<file path="config.mk">
export PLATFORM = sky130hd
export DESIGN_NAME = elevator_ctrl
export DESIGN_NICKNAME = d
export VERILOG_FILES = /design/src/rtl/elevator_ctrl.sv
export SDC_FILE = /design/constraint.sdc
export NUM_CORES = 1
export LEC_CHECK = 0
export BUFFER_PORTS_ARGS = -buffer_cell sky130_fd_sc_hd__buf_2
export CAP_MARGIN = 20
export CORE_MARGIN = 3
export CORE_UTILIZATION = 40
export CTS_CLUSTER_DIAMETER = 50
export DETAILED_ROUTE_END_ITERATION = 12
export PLACE_DENSITY = 0.68
export SETUP_SLACK_MARGIN = 0.3
export SYNTH_ARGS = -nofsm -noshare
export SYNTH_HDL_FRONTEND = slang
export SYNTH_SLANG_ARGS = --single-unit
</file>
<file path="constraint.sdc">
create_clock -name clk -period 2.5 [get_ports clk]
set_clock_uncertainty 0.15 [all_clocks]
set_input_delay 0 -clock clk [delete_from_list [all_inputs] [get_ports clk]]
set_output_delay 0 -clock clk [all_outputs]
set_load 0.02 [all_outputs]
</file>
<file path="src/rtl/elevator_ctrl.sv">
// Elevator shaft controller: closes the doors, steps the car between floor 0 and 3,
// then reopens the doors. Every command is a registered single-cycle pulse.
module elevator_ctrl #(
    parameter int STEP_GAP        = 4,
    parameter int CONFIRM_TIMEOUT = 16,
    parameter int DWELL           = 8
) (
    input  logic       clk,
    input  logic       reset,
    input  logic       GU,
    input  logic       GL,
    input  logic       CU,
    input  logic       CL,
    input  logic       UES,
    input  logic       LES,
    input  logic       IS,
    input  logic       AU,
    input  logic       AL,
    input  logic [1:0] floor,
    output logic       MU,
    output logic       MD,
    output logic       CUE,
    output logic       OUE,
    output logic       CLE,
    output logic       OLE,
    output logic       CI,
    output logic       OI,
    output logic       busy,
    output logic       fault
);

    typedef enum logic [3:0] {
        IDLE, CLOSE_OUTER, WAIT_OUTER, CLOSE_INNER, WAIT_INNER, STEP, WAIT_FLOOR,
        GAP, OPEN_OUTER, WAIT_OPEN_OUTER, OPEN_INNER, WAIT_OPEN_INNER, DWELL_ST, FAULT
    } state_t;

    localparam logic [7:0] GAP_LIM   = 8'(STEP_GAP - 1);
    localparam logic [7:0] TO_LIM    = 8'(CONFIRM_TIMEOUT - 1);
    localparam logic [7:0] DWELL_LIM = 8'(DWELL - 1);

    // Command vector bit order: {MU, MD, CUE, OUE, CLE, OLE, CI, OI}
    state_t     r_state;
    state_t     w_next;
    logic       r_up;
    logic       w_up;
    logic [7:0] r_cnt;
    logic [1:0] r_floorCap;
    logic [7:0] r_cmd;
    logic [7:0] w_cmd;
    logic       w_timeout;
    logic       w_wrap;

    function automatic state_t closeEntry(input logic outerOpen, input logic innerOpen);
        if (outerOpen)      return CLOSE_OUTER;
        else if (innerOpen) return CLOSE_INNER;
        else                return STEP;
    endfunction

    assign w_timeout = (r_cnt == TO_LIM);
    assign w_wrap    = r_up ? (r_floorCap == 2'd3 && floor == 2'd0)
                            : (r_floorCap == 2'd0 && floor == 2'd3);

    always_ff @(posedge clk) begin
        if (reset) begin
            r_state    <= IDLE;
            r_up       <= 1'b0;
            r_cnt      <= '0;
            r_floorCap <= '0;
            r_cmd      <= '0;
        end else begin
            r_state <= w_next;
            r_up    <= w_up;
            r_cnt   <= (w_next != r_state) ? 8'd0 : r_cnt + 8'd1;
            if (r_state == STEP)
                r_floorCap <= floor;
            r_cmd   <= w_cmd;
        end
    end

    // Pulses are decoded from the state being entered, so each lands in its own one-cycle state.
    always_comb begin
        w_next = r_state;
        w_up   = r_up;
        w_cmd  = '0;
        case (r_state)
            IDLE: begin
                if (AL && (GU || CU)) begin
                    w_up   = 1'b1;
                    w_next = closeEntry(LES, IS);
                end else if (AU && (GL || CL)) begin
                    w_up   = 1'b0;
                    w_next = closeEntry(UES, IS);
                end else if (!AU && !AL) begin
                    w_up   = 1'b0;
                    w_next = closeEntry(UES, IS);
                end
            end
            CLOSE_OUTER: w_next = WAIT_OUTER;
            WAIT_OUTER: begin
                if (!(r_up ? LES : UES)) w_next = IS ? CLOSE_INNER : STEP;
                else if (w_timeout)     w_next = FAULT;
            end
            CLOSE_INNER: w_next = WAIT_INNER;
            WAIT_INNER: begin
                if (!IS)            w_next = STEP;
                else if (w_timeout) w_next = FAULT;
            end
            STEP: w_next = WAIT_FLOOR;
            WAIT_FLOOR: begin
                if (floor != r_floorCap) w_next = w_wrap ? FAULT : GAP;
                else if (w_timeout)      w_next = FAULT;
            end
            GAP: begin
                if (r_cnt == GAP_LIM) w_next = (r_up ? AU : AL) ? OPEN_OUTER : STEP;
            end
            OPEN_OUTER: w_next = WAIT_OPEN_OUTER;
            WAIT_OPEN_OUTER: begin
                if (r_up ? UES : LES) w_next = OPEN_INNER;
                else if (w_timeout)   w_next = FAULT;
            end
            OPEN_INNER: w_next = WAIT_OPEN_INNER;
            WAIT_OPEN_INNER: begin
                if (IS)             w_next = DWELL_ST;
                else if (w_timeout) w_next = FAULT;
            end
            DWELL_ST: begin
                if (r_cnt == DWELL_LIM) w_next = IDLE;
            end
            FAULT:   w_next = FAULT;
            default: w_next = FAULT;
        endcase

        if (AU && AL)
            w_next = FAULT;

        case (w_next)
            CLOSE_OUTER: w_cmd = w_up ? 8'h08 : 8'h20;
            CLOSE_INNER: w_cmd = 8'h02;
            STEP:        w_cmd = w_up ? 8'h80 : 8'h40;
            OPEN_OUTER:  w_cmd = w_up ? 8'h10 : 8'h04;
            OPEN_INNER:  w_cmd = 8'h01;
            default:     w_cmd = 8'h00;
        endcase
    end

    assign {MU, MD, CUE, OUE, CLE, OLE, CI, OI} = r_cmd;
    assign busy  = (r_state != IDLE) && (r_state != FAULT);
    assign fault = (r_state == FAULT);

endmodule

</file>
==> results of run 1 <==
## cells in the final DEF (no fill, tap or decap), types with 4 or more instances in the layout
master     n
nor2b_1    5
and2_1     5
buf_4     32
nand2_1    8
nor4_2     6
nand2b_1   5
buf_6      4
nand3_1    9
mux2i_1    5
nor3b_1    5
nor2_1    14
o21ai_0   11
buf_2     22
nor4_1     6
xnor2_1    5
dfxtp_2    4
dfxtp_1   19
## logic make-up after synthesis
family                     synth area share [%]
AOI/OAI and AO/OA                          18.5
xor gates and xnor gates                   5.46
muxes                                      4.59
DFF                                        29.1
adders and majority gates                 0.791
and+or+nand+nor                            38.6
buffers and inverters                      2.93
## sequential cells by signal, summed over array words and instances (netlist names)
| register | count |
|---|---|
| r_floorCap | 2 |
| r_up | 1 |
| r_cnt | 8 |
| r_cmd | 8 |
| r_state | 4 |
## where the power goes
group | internal [uW] | total, uW | switching, uW
registers | 394 | 418 | 23.4
logic | 382 | 805 | 423
clock network | 111 | 235 | 124
total | 888 | 1460 | 570
## synthesized netlist by cell type, types with 2 or more instances
cell and count:
dfxtp_1 23, nor2_1 16, nor4_1 13, o21ai_0 11
nand2_1 10, nand3_1 9, clkbuf_1 7, nand2b_1 7
nor2b_1 6, nor3b_1 6, and2_1 5, mux2i_1 5
nor3_1 5, xnor2_1 5, a211oi_1 3, inv_1 3
nor4bb_1 3, o211ai_1 3, or4_1 3, xor2_1 3
a21oi_1 2, a31oi_1 2, a32oi_1 2, mux2_2 2
o211a_1 2, o21a_1 2, o22ai_1 2, o31ai_1 2
or2_2 2
## cell type report
type | instances | area [um^2] | share of cell area, %
Clock buffer | 3 | 41.3 | 1.72
Inverter | 3 | 11.3 | 0.470
Sequential cell | 23 | 465 | 19.4
Tap cell | 48 | 60.1 | 2.51
Timing Repair Buffer | 62 | 445 | 18.6
Clock inverter | 1 | 5.00 | 0.209
Multi-Input combinational cell | 155 | 1370 | 57.1
## critical path: cells and delay by family, from the launching register on
family / cells / cell delay [ns]
flops: 1 / 0.32
compound gates: 1 / 0.24
buf+inv: 2 / 0.34
xor+xnor: 1 / 0.11
simple gates: 4 / 1.26
## per-stage QoR
step	setup WS, ns	hold slack (ns)	setup TNS (ns)
6_report	-0.0162	0.269	-0.0162
5_1_grt	-0.127	0.304	-1.29
4_1_cts	-0.0101	0.272	-0.0122
3_5_place_dp	-0.0661	0.157	-0.175
3_3_place_gp	-0.0358	0.143	-0.0361
2_1_floorplan	0.121	-0.00279	0
## repair_timing
item | 4_1_cts | 5_1_grt
hold endpoints to repair | 7 | 0
resized for setup | 24 | 10
endpoints found under the setup margin | 20 | 20
hold buffers | 3 | 0
pin swaps | 21 | 6
buffers inserted | 7 | 1
## final timing paths
path	startpoint	end	slack, ns
hold reg to reg	r_cnt[0]	r_cnt[0]	0.39
setup reg to reg	r_cnt[5]	r_cnt[7]	-0.02
hold / removal	GU	r_state[0]	0.27
setup / recovery	r_cnt[5]	r_cnt[7]	-0.02
## routing by layer
metal | track usage (%) | vias to the layer above
met3 | 4.38 | 10
met4 | 6.08 | 0
met2 | 37.7 | 41
met5 | 0 | -
met1 | 25.1 | 783
li1 | - | 836
==> impl_metrics.env, run 1 <==
export IMPL_post_route_period_util_pct=101
export IMPL_fin_ws_ns=-0.0162
export IMPL_dieArea_um2=4740
export IMPL_start_util_pct=42.2
export IMPL_die_h_um=68.9
export IMPL_die_w_um=68.9
export IMPL_synth_top_cell_area_share_pct=29.1
export IMPL_place_inst=280
export IMPL_route_met3_wl_um=245
export IMPL_first_global_vias=1632
export IMPL_syn_area_um2=1580
export IMPL_cts_htree_levels=1
export IMPL_finalWirelength_um=4580
export IMPL_power_leakage_uw=0.000908
export IMPL_path_class="register to register"
export IMPL_ys_warn_count=0
export IMPL_cts_root_buf="clkbuf_8"
export IMPL_wl_met1_um=1930
export IMPL_vias=1670
export IMPL_area_growth_pct=51.6
export IMPL_post_route_util_pct=64.0
export IMPL_antenna_found_initial=0
export IMPL_holdPathStages=6
export IMPL_synth_edff_count=0
export IMPL_cp_slowest_cell="or4_4"
export IMPL_worst_pin_slew_ns=0.536
export IMPL_synth_largest_area_cell="dfxtp_1"
export IMPL_grt_max_degree=24
export IMPL_placed_area_um2=2070
export IMPL_final_antenna_net_count=0
export IMPL_ys_ff_latch=23
export IMPL_grt_setup_unrepaired="yes"
export IMPL_violations="negative setup slack"
export IMPL_drcViolationCount=0
export IMPL_avgViaCountPerCell=5.66
export IMPL_synthFlopType="dfxtp_1"
export IMPL_slowest_delay_ns=0.58
export IMPL_cts_buffers=3
export IMPL_routed_top_layer="met4"
export IMPL_peakVddDrop_v=0.000287
export IMPL_p_per_area_nw_per_um2=608
export IMPL_rows=22
export IMPL_netlist_instances=190
export IMPL_min_period_ns=2.52
export IMPL_required_ns=2.53
export IMPL_holdCritPathClass="input pin to register"
export IMPL_syn_area_per_cell_um2=8.32
export IMPL_met2_length_um=2320
export IMPL_crit_path_max_fanout=8
export IMPL_cts_tree="yes"
export IMPL_critPathLaunchType="register"
export IMPL_final_nets=262
export IMPL_timing_fmax_mhz=397
export IMPL_grt_ovfl_total=0
export IMPL_num_fill_cells=314
export IMPL_drive_above_1_share_pct=44.5
export IMPL_finalInstanceArea_um2=2400
export IMPL_antenna_cells=0
export IMPL_final_cells=295
export IMPL_slew_viol_final=0
export IMPL_wl_per_cell_um=15.5
export IMPL_reg2reg_depth=8
export IMPL_dr_pass1_iters=4
export IMPL_drt_initial_drc_count=99
export IMPL_setup_viol=1
export IMPL_cp_end_kind="register"
export IMPL_critPathArrivalTime_ns=2.54
export IMPL_status="finished, violations left"
export IMPL_path_cells="or4_4, buf_6, o311ai_4, nand2_2, nor4_4, buf_4, xnor2_4, nor4_2"
export IMPL_cts_sinks=23
export IMPL_yosys_top_cells_area="dfxtp_1 29%, nor4_1 5.1%, nor2_1 3.8%, o21ai_0 3.5%, mux2i_1 3.2%"
export IMPL_slew_headroom_pct=64.2
export IMPL_grt_pass1_wl_um=7410
export IMPL_core_area_um2=3740
export IMPL_clkTransAtPathRegs_ns=0.08
export IMPL_synthArstFlopShare_pct=0
export IMPL_synth_cell_type_count=55
export IMPL_globalplace_congestion=0.843
export IMPL_finalHoldViolations=0
export IMPL_io_buffers=22
export IMPL_synth_nets=204
export IMPL_place_hpwl_um=3390
export IMPL_clock_path_buffers=2
export IMPL_track_usage_pct=21.1
export IMPL_synth_yosys_seq_area_share_pct=29.1
export IMPL_p_total_uw=1460
export IMPL_insertion_delay_ns=0.27
export IMPL_max_cap_violations=0
export IMPL_boundaryPins=23
(Power assumes the default switching activity.)
==> run 2, diff against run 1 <==
--- a/config.mk
+++ b/config.mk
@@ -12,7 +12,8 @@
 export CTS_CLUSTER_DIAMETER = 50
 export DETAILED_ROUTE_END_ITERATION = 12
 export PLACE_DENSITY = 0.68
-export SETUP_SLACK_MARGIN = 0.3
+export REMOVE_ABC_BUFFERS = 1
+export SETUP_SLACK_MARGIN = 0.02
 export SYNTH_ARGS = -nofsm -noshare
 export SYNTH_HDL_FRONTEND = slang
 export SYNTH_SLANG_ARGS = --single-unit
==> run 2 against run 1 <==
The run still ends with negative setup slack left. Final area is 1.1% higher. Sequential share of layout area is 0.32 points lower. Clock power decreased by 3%. Combinational power increased by 1%. Die area is the same. Sequential power barely moved. First-iteration DRC count rose by 39%. Sequential cell count stayed put. Maximum frequency decreased by 3.3%. Setup slack got worse by 0.086 ns. Largest power group unchanged.
==> impl_metrics.env, run 2 (same netlist as run 1, synthesis figures left out) <==
export IMPL_clkTransAtPathRegs_ns=0.08
export IMPL_reg2reg_depth=8
export IMPL_area_growth_pct=53.3
export IMPL_die_w_um=68.9
export IMPL_vias=1743
export IMPL_final_antenna_net_count=0
export IMPL_place_hpwl_um=3230
export IMPL_path_class="register to register"
export IMPL_grt_setup_unrepaired="yes"
export IMPL_slowest_delay_ns=0.61
export IMPL_antenna_found_initial=0
export IMPL_insertion_delay_ns=0.27
export IMPL_timing_fmax_mhz=384
export IMPL_max_cap_violations=0
export IMPL_r2r_start="r_cnt[4]"
export IMPL_crit_path_max_fanout=6
export IMPL_worst_hold_path_endpoint="r_cmd[5]"
export IMPL_cts_sinks=23
export IMPL_dieArea_um2=4740
export IMPL_cts_buffers=3
export IMPL_slew_headroom_pct=63.8
export IMPL_cpLargestDelayFamily="simple AND/OR/NAND/NOR gates"
export IMPL_cts_tree="yes"
export IMPL_reg_top3="r_cmd: 8 flops, r_cnt: 8 flops, r_state: 4 flops"
export IMPL_antenna_cells=0
export IMPL_whs_ns=0.297
export IMPL_boundaryPins=23
export IMPL_cts_htree_levels=1
export IMPL_wl_per_cell_um=16.2
export IMPL_min_period_ns=2.60
export IMPL_rows=22
export IMPL_drive_above_1_share_pct=45.5
export IMPL_holdCritPathClass="input pin to register"
export IMPL_required_ns=2.55
export IMPL_status="finished, violations left"
export IMPL_track_usage_pct=21.6
export IMPL_grt_max_degree=24
export IMPL_critPathLaunchType="register"
export IMPL_post_route_util_pct=64.8
export IMPL_mostFrequentLayoutCell="buf_4"
export IMPL_die_h_um=68.9
export IMPL_r2r_end="r_cmd[7]"
export IMPL_cp_end_kind="register"
export IMPL_worst_pin_slew_ns=0.542
export IMPL_post_route_period_util_pct=104
export IMPL_critPathArrivalTime_ns=2.65
export IMPL_start_util_pct=42.2
export IMPL_multi_input_area_um2=1360
export IMPL_grt_pass1_wl_um=7610
export IMPL_final_cell_mix="38 x buf_4, 22 x buf_2, 21 x dfxtp_1"
export IMPL_r2r_setup_slack_ns=-0.10
export IMPL_violations="negative setup slack"
export IMPL_first_global_vias=1615
export IMPL_io_buffers=22
export IMPL_dr_pass1_iters=4
export IMPL_globalplace_congestion=0.892
export IMPL_crit_top_cell="buf_4"
export IMPL_grt_ovfl_total=0
export IMPL_finalWirelength_um=4890
export IMPL_avgViaCountPerCell=5.79
export IMPL_setup_viol=10
export IMPL_num_fill_cells=296
export IMPL_drt_initial_drc_count=138
export IMPL_final_nets=268
export IMPL_clock_path_buffers=2
export IMPL_cts_root_buf="clkbuf_8"
export IMPL_p_per_area_nw_per_um2=601
export IMPL_ff_latch_area_um2=463
export IMPL_path_cells="or4_4, o211a_4, a211oi_2, nor4bb_2, buf_4, o211ai_1, buf_4, nor3b_2"
export IMPL_cp_num_buf_inv=2
export IMPL_slew_viol_final=0
export IMPL_fin_ws_ns=-0.102
export IMPL_drcViolationCount=0
export IMPL_core_area_um2=3740
export IMPL_min_from="GU"
export IMPL_power_leakage_uw=0.000911
export IMPL_holdPathStages=5
export IMPL_pre_cts_ws_ns=-0.144
export IMPL_peakVddDrop_v=0.000470
export IMPL_finalHoldViolations=0
export IMPL_cp_slowest_cell="or4_4"
## run 2: cell types whose count changed in the layout (fill, tap and decap cells not counted), sizes merged
cell,delta
dlygate4sd3,+1
buf,+5
## run 2: metal layers
metal / part of all wire, % / global-route usage [%]
met1: 42 / 26.9
met2: 52 / 36.9
met3: 3.6 / 2.92
met4: 2.7 / 9.25
met5: 0 / 0
## run 2: worst max-delay path by stage
stage	from	to	depth (start not counted)
final	r_cnt[4]	r_cmd[7]	8
after global routing	r_cnt[4]	r_cmd[7]	8
after CTS	r_cnt[6]	r_cnt[3]	7
after detailed placement	r_cnt[0]	r_cmd[2]	8
after global placement	r_cnt[4]	r_cmd[6]	6
after floorplan	r_state[2]	r_cnt[2]	6
## run 2: worst reg2reg max path, stage by stage (launching register included)
cell and delay [ns]:
dfxtp_2 0.33, or4_4 0.61, o211a_4 0.28, a211oi_2 0.24, nor4bb_2 0.25, buf_4 0.16, o211ai_1 0.18, buf_4 0.20
nor3b_2 0.15
## run 2: report_power, final
part           switching [uW]  internal, uW  leakage [uW]
Combinational             446           370      0.000698
Clock                     115           111     0.0000255
Sequential               21.2           394      0.000187
Total                     582           875      0.000911
## run 2: area by class of cell
type	count	share of cell area, %
Clock buffer	3	1.70
Clock inverter	1	0.206
Inverter	3	0.464
Multi-Input combinational cell	155	56.2
Sequential cell	23	19.1
Tap cell	48	2.48
Timing Repair Buffer	68	19.8
## run 2: per-stage QoR
step	power (uW)	setup TNS (ns)	cell area (um^2)	cells
6_report	1460	-0.436	2420	301
5_1_grt	1530	-1.45	2420	301
4_1_cts	1310	0	2200	296
3_5_place_dp	1010	-1.28	1990	287
3_3_place_gp	1010	-0.706	1990	287
2_1_floorplan	762	-1.98	1550	181
## run 2: what timing repair did
| item | CTS | global route |
|---|---|---|
| endpoints found under the setup margin | 16 | 17 |
| pin swaps | 7 | 17 |
| hold endpoints to repair | 7 | 0 |
| gates cloned | 0 | 0 |
| gates resized for setup | 19 | 33 |
| setup buffers | 1 | 5 |
| hold buffers | 4 | 0 |
==> run 3, diff against run 2 <==
--- a/config.mk
+++ b/config.mk
@@ -8,10 +8,10 @@
 export BUFFER_PORTS_ARGS = -buffer_cell sky130_fd_sc_hd__buf_2
 export CAP_MARGIN = 20
 export CORE_MARGIN = 3
-export CORE_UTILIZATION = 40
+export CORE_UTILIZATION = 51
 export CTS_CLUSTER_DIAMETER = 50
 export DETAILED_ROUTE_END_ITERATION = 12
-export PLACE_DENSITY = 0.68
+export PLACE_DENSITY = 0.81
 export REMOVE_ABC_BUFFERS = 1
 export SETUP_SLACK_MARGIN = 0.02
 export SYNTH_ARGS = -nofsm -noshare
==> run 3 against run 2 <==
The run still ends with negative setup slack left. Critical path depth unchanged. Non-clock buffer count decreased by 12. Sequential cell count unchanged. Core utilization increased by 16 points. Clock power decreased by 25%. Combinational power decreased by 5.8%. Via count decreased by 0.98%. Register-to-register slack got worse by 0.02 ns. First-iteration DRC count increased by 13%. Routed wire length increased by 1.6%. Setup slack got worse by 0.023 ns. Maximum frequency decreased by 0.89%. Largest cell class unchanged. Highest routed layer unchanged.
==> impl_metrics.env, run 3 (same netlist as run 1, synthesis figures left out) <==
export IMPL_slew_viol_final=0
export IMPL_final_nets=256
export IMPL_r2r_setup_slack_ns=-0.13
export IMPL_boundaryPins=23
export IMPL_sw_frac_of_total_pct=41.5
export IMPL_holdCritPathClass="input pin to register"
export IMPL_final_cell_mix="27 x buf_4, 22 x buf_2, 18 x dfxtp_1"
export IMPL_endpoint="r_cmd[2]"
export IMPL_violations="negative setup slack"
export IMPL_mostFrequentLayoutCell="buf_4"
export IMPL_antenna_cells=0
export IMPL_core_area_um2=2850
export IMPL_p_total_uw=1370
export IMPL_clkTransAtPathRegs_ns=0.12
export IMPL_grt_ovfl_total=0
export IMPL_pwr_share_seq_pct=31.3
export IMPL_cts_buffers=3
export IMPL_vias=1726
export IMPL_post_route_period_util_pct=105
export IMPL_reg_top3="r_cmd: 8 flops, r_cnt: 8 flops, r_state: 4 flops"
export IMPL_io_buffers=22
export IMPL_track_usage_pct=26.0
export IMPL_clkPwrFrac_pct=12.5
export IMPL_critPathArrivalTime_ns=2.69
export IMPL_r2r_end="r_cmd[2]"
export IMPL_place_hpwl_um=3360
export IMPL_cp_end_kind="register"
export IMPL_drcViolationCount=0
export IMPL_clock_path_buffers=2
export IMPL_fin_ws_ns=-0.125
export IMPL_cts_htree_levels=1
export IMPL_cts_sinks=23
export IMPL_wl_per_cell_um=18.3
export IMPL_dr_pass1_iters=5
export IMPL_grt_max_degree=24
export IMPL_path_cells="or4_4, o31ai_4, buf_4, o31ai_4, nor4_4, buf_6, nand2_2, nor4b_2"
export IMPL_whs_ns=0.263
export IMPL_required_ns=2.56
export IMPL_max_cap_violations=0
export IMPL_die_h_um=61.7
export IMPL_dieArea_um2=3810
export IMPL_area_growth_pct=45.6
export IMPL_path_class="register to register"
export IMPL_setup_worst_path_start="r_cnt[7]"
export IMPL_internal_power_uw=798
export IMPL_power_leakage_uw=0.000838
export IMPL_start_util_pct=55.4
export IMPL_timing_fmax_mhz=381
export IMPL_insertion_delay_ns=0.31
export IMPL_min_period_ns=2.63
export IMPL_worst_pin_slew_ns=0.764
export IMPL_globalplace_congestion=0.991
export IMPL_cts_tree="yes"
export IMPL_finalWirelength_um=4970
export IMPL_finalHoldViolations=0
export IMPL_avgViaCountPerCell=6.35
export IMPL_setup_viol=15
export IMPL_slew_headroom_pct=48.5
export IMPL_first_global_vias=1572
export IMPL_antenna_found_initial=0
export IMPL_grt_pass1_wl_um=7290
export IMPL_min_from="GU"
export IMPL_drt_initial_drc_count=156
export IMPL_p_comb_share_pct=56.2
export IMPL_tns_ns=-0.773
export IMPL_grt_setup_unrepaired="yes"
export IMPL_cts_root_buf="clkbuf_4"
export IMPL_peakVddDrop_v=0.000412
export IMPL_critPathLaunchType="register"
export IMPL_cp_slowest_cell="or4_4"
export IMPL_slowest_delay_ns=0.60
export IMPL_r2r_start="r_cnt[7]"
export IMPL_p_per_area_nw_per_um2=593
export IMPL_p_sw_uw=567
export IMPL_crit_path_max_fanout=6
export IMPL_die_w_um=61.7
export IMPL_crit_top_cell="o31ai_4"
export IMPL_final_antenna_net_count=0
export IMPL_drive_above_1_share_pct=44.0
export IMPL_status="finished, violations left"
export IMPL_rows=19
export IMPL_reg2reg_depth=8
==> run 3: cell types whose count changed in the layout (fill, tap and decap cells not counted), sizes merged <==
cell / change
clkinv: -1
buf: -11
dlygate4sd3: -1
clkbuf: +1
==> run 3: critical path: cells and delay by family, from the launching register on <==
kind | cells | cell delay [ns]
buf+inv | 2 | 0.35
compound gates | 2 | 0.39
simple gates | 4 | 1.29
flops | 1 | 0.34
==> run 3: power groups by stage <==
stage | sequential, uW | clock [uW] | combinational (uW)
after floorplan | 462 | 0 | 300
after global placement | 425 | 0 | 520
after detailed placement | 428 | 0 | 536
after CTS | 423 | 172 | 617
after global routing | 430 | 186 | 817
final | 428 | 170 | 768
==> run 3: metrics by stage <==
stage	cell area, um^2	util [%]	setup WS, ns	std cells
6_report	2300	80.7	-0.125	272
5_1_grt	2300	80.7	-0.176	272
4_1_cts	2090	73.3	-0.0144	267
3_5_place_dp	1870	65.5	-0.333	257
3_3_place_gp	1870	65.5	-0.0756	257
2_1_floorplan	1550	-	-0.256	181
==> run 3: worst min path at each step <==
stage | to | slack (ns) | cells after the start
detailed placement | r_state[2] | 0.16 | 2
global route | r_cmd[5] | 0.27 | 4
floorplan | r_floorCap[0] | -0.08 | 1
global placement | r_state[0] | 0.14 | 2
CTS | r_cmd[2] | 0.08 | 4
finish | r_cmd[5] | 0.26 | 4
==> run 3: timing repair <==
| action | in CTS | in global routing |
|---|---|---|
| gates resized for setup | 27 | 28 |
| setup buffers | 3 | 5 |
| endpoints found under the hold margin | 8 | 0 |
| pin swaps | 11 | 21 |
| hold buffers | 3 | 0 |
| endpoints found under the setup margin | 18 | 17 |
==> run 3: area by class of cell <==
type                       instances  area [um^2]
fill                             193          549
timing repair buffer              56          397
multi-input combinational        155         1360
tap                               31         38.8
inverter                           3         11.3
sequential                        23          467
clock buffer                       4         26.3
==> run 3: metal layers <==
metal  part of all wire [%]  wire length (um)  global-route usage [%]  vias up
met4                    2.6               129                    9.70        0
li1                       -                 -                       -      825
met3                    4.8               238                    4.61       15
met2                     54              2670                    45.6       60
met5                      0                 0                       0        -
met1                     39              1930                    31.3      826
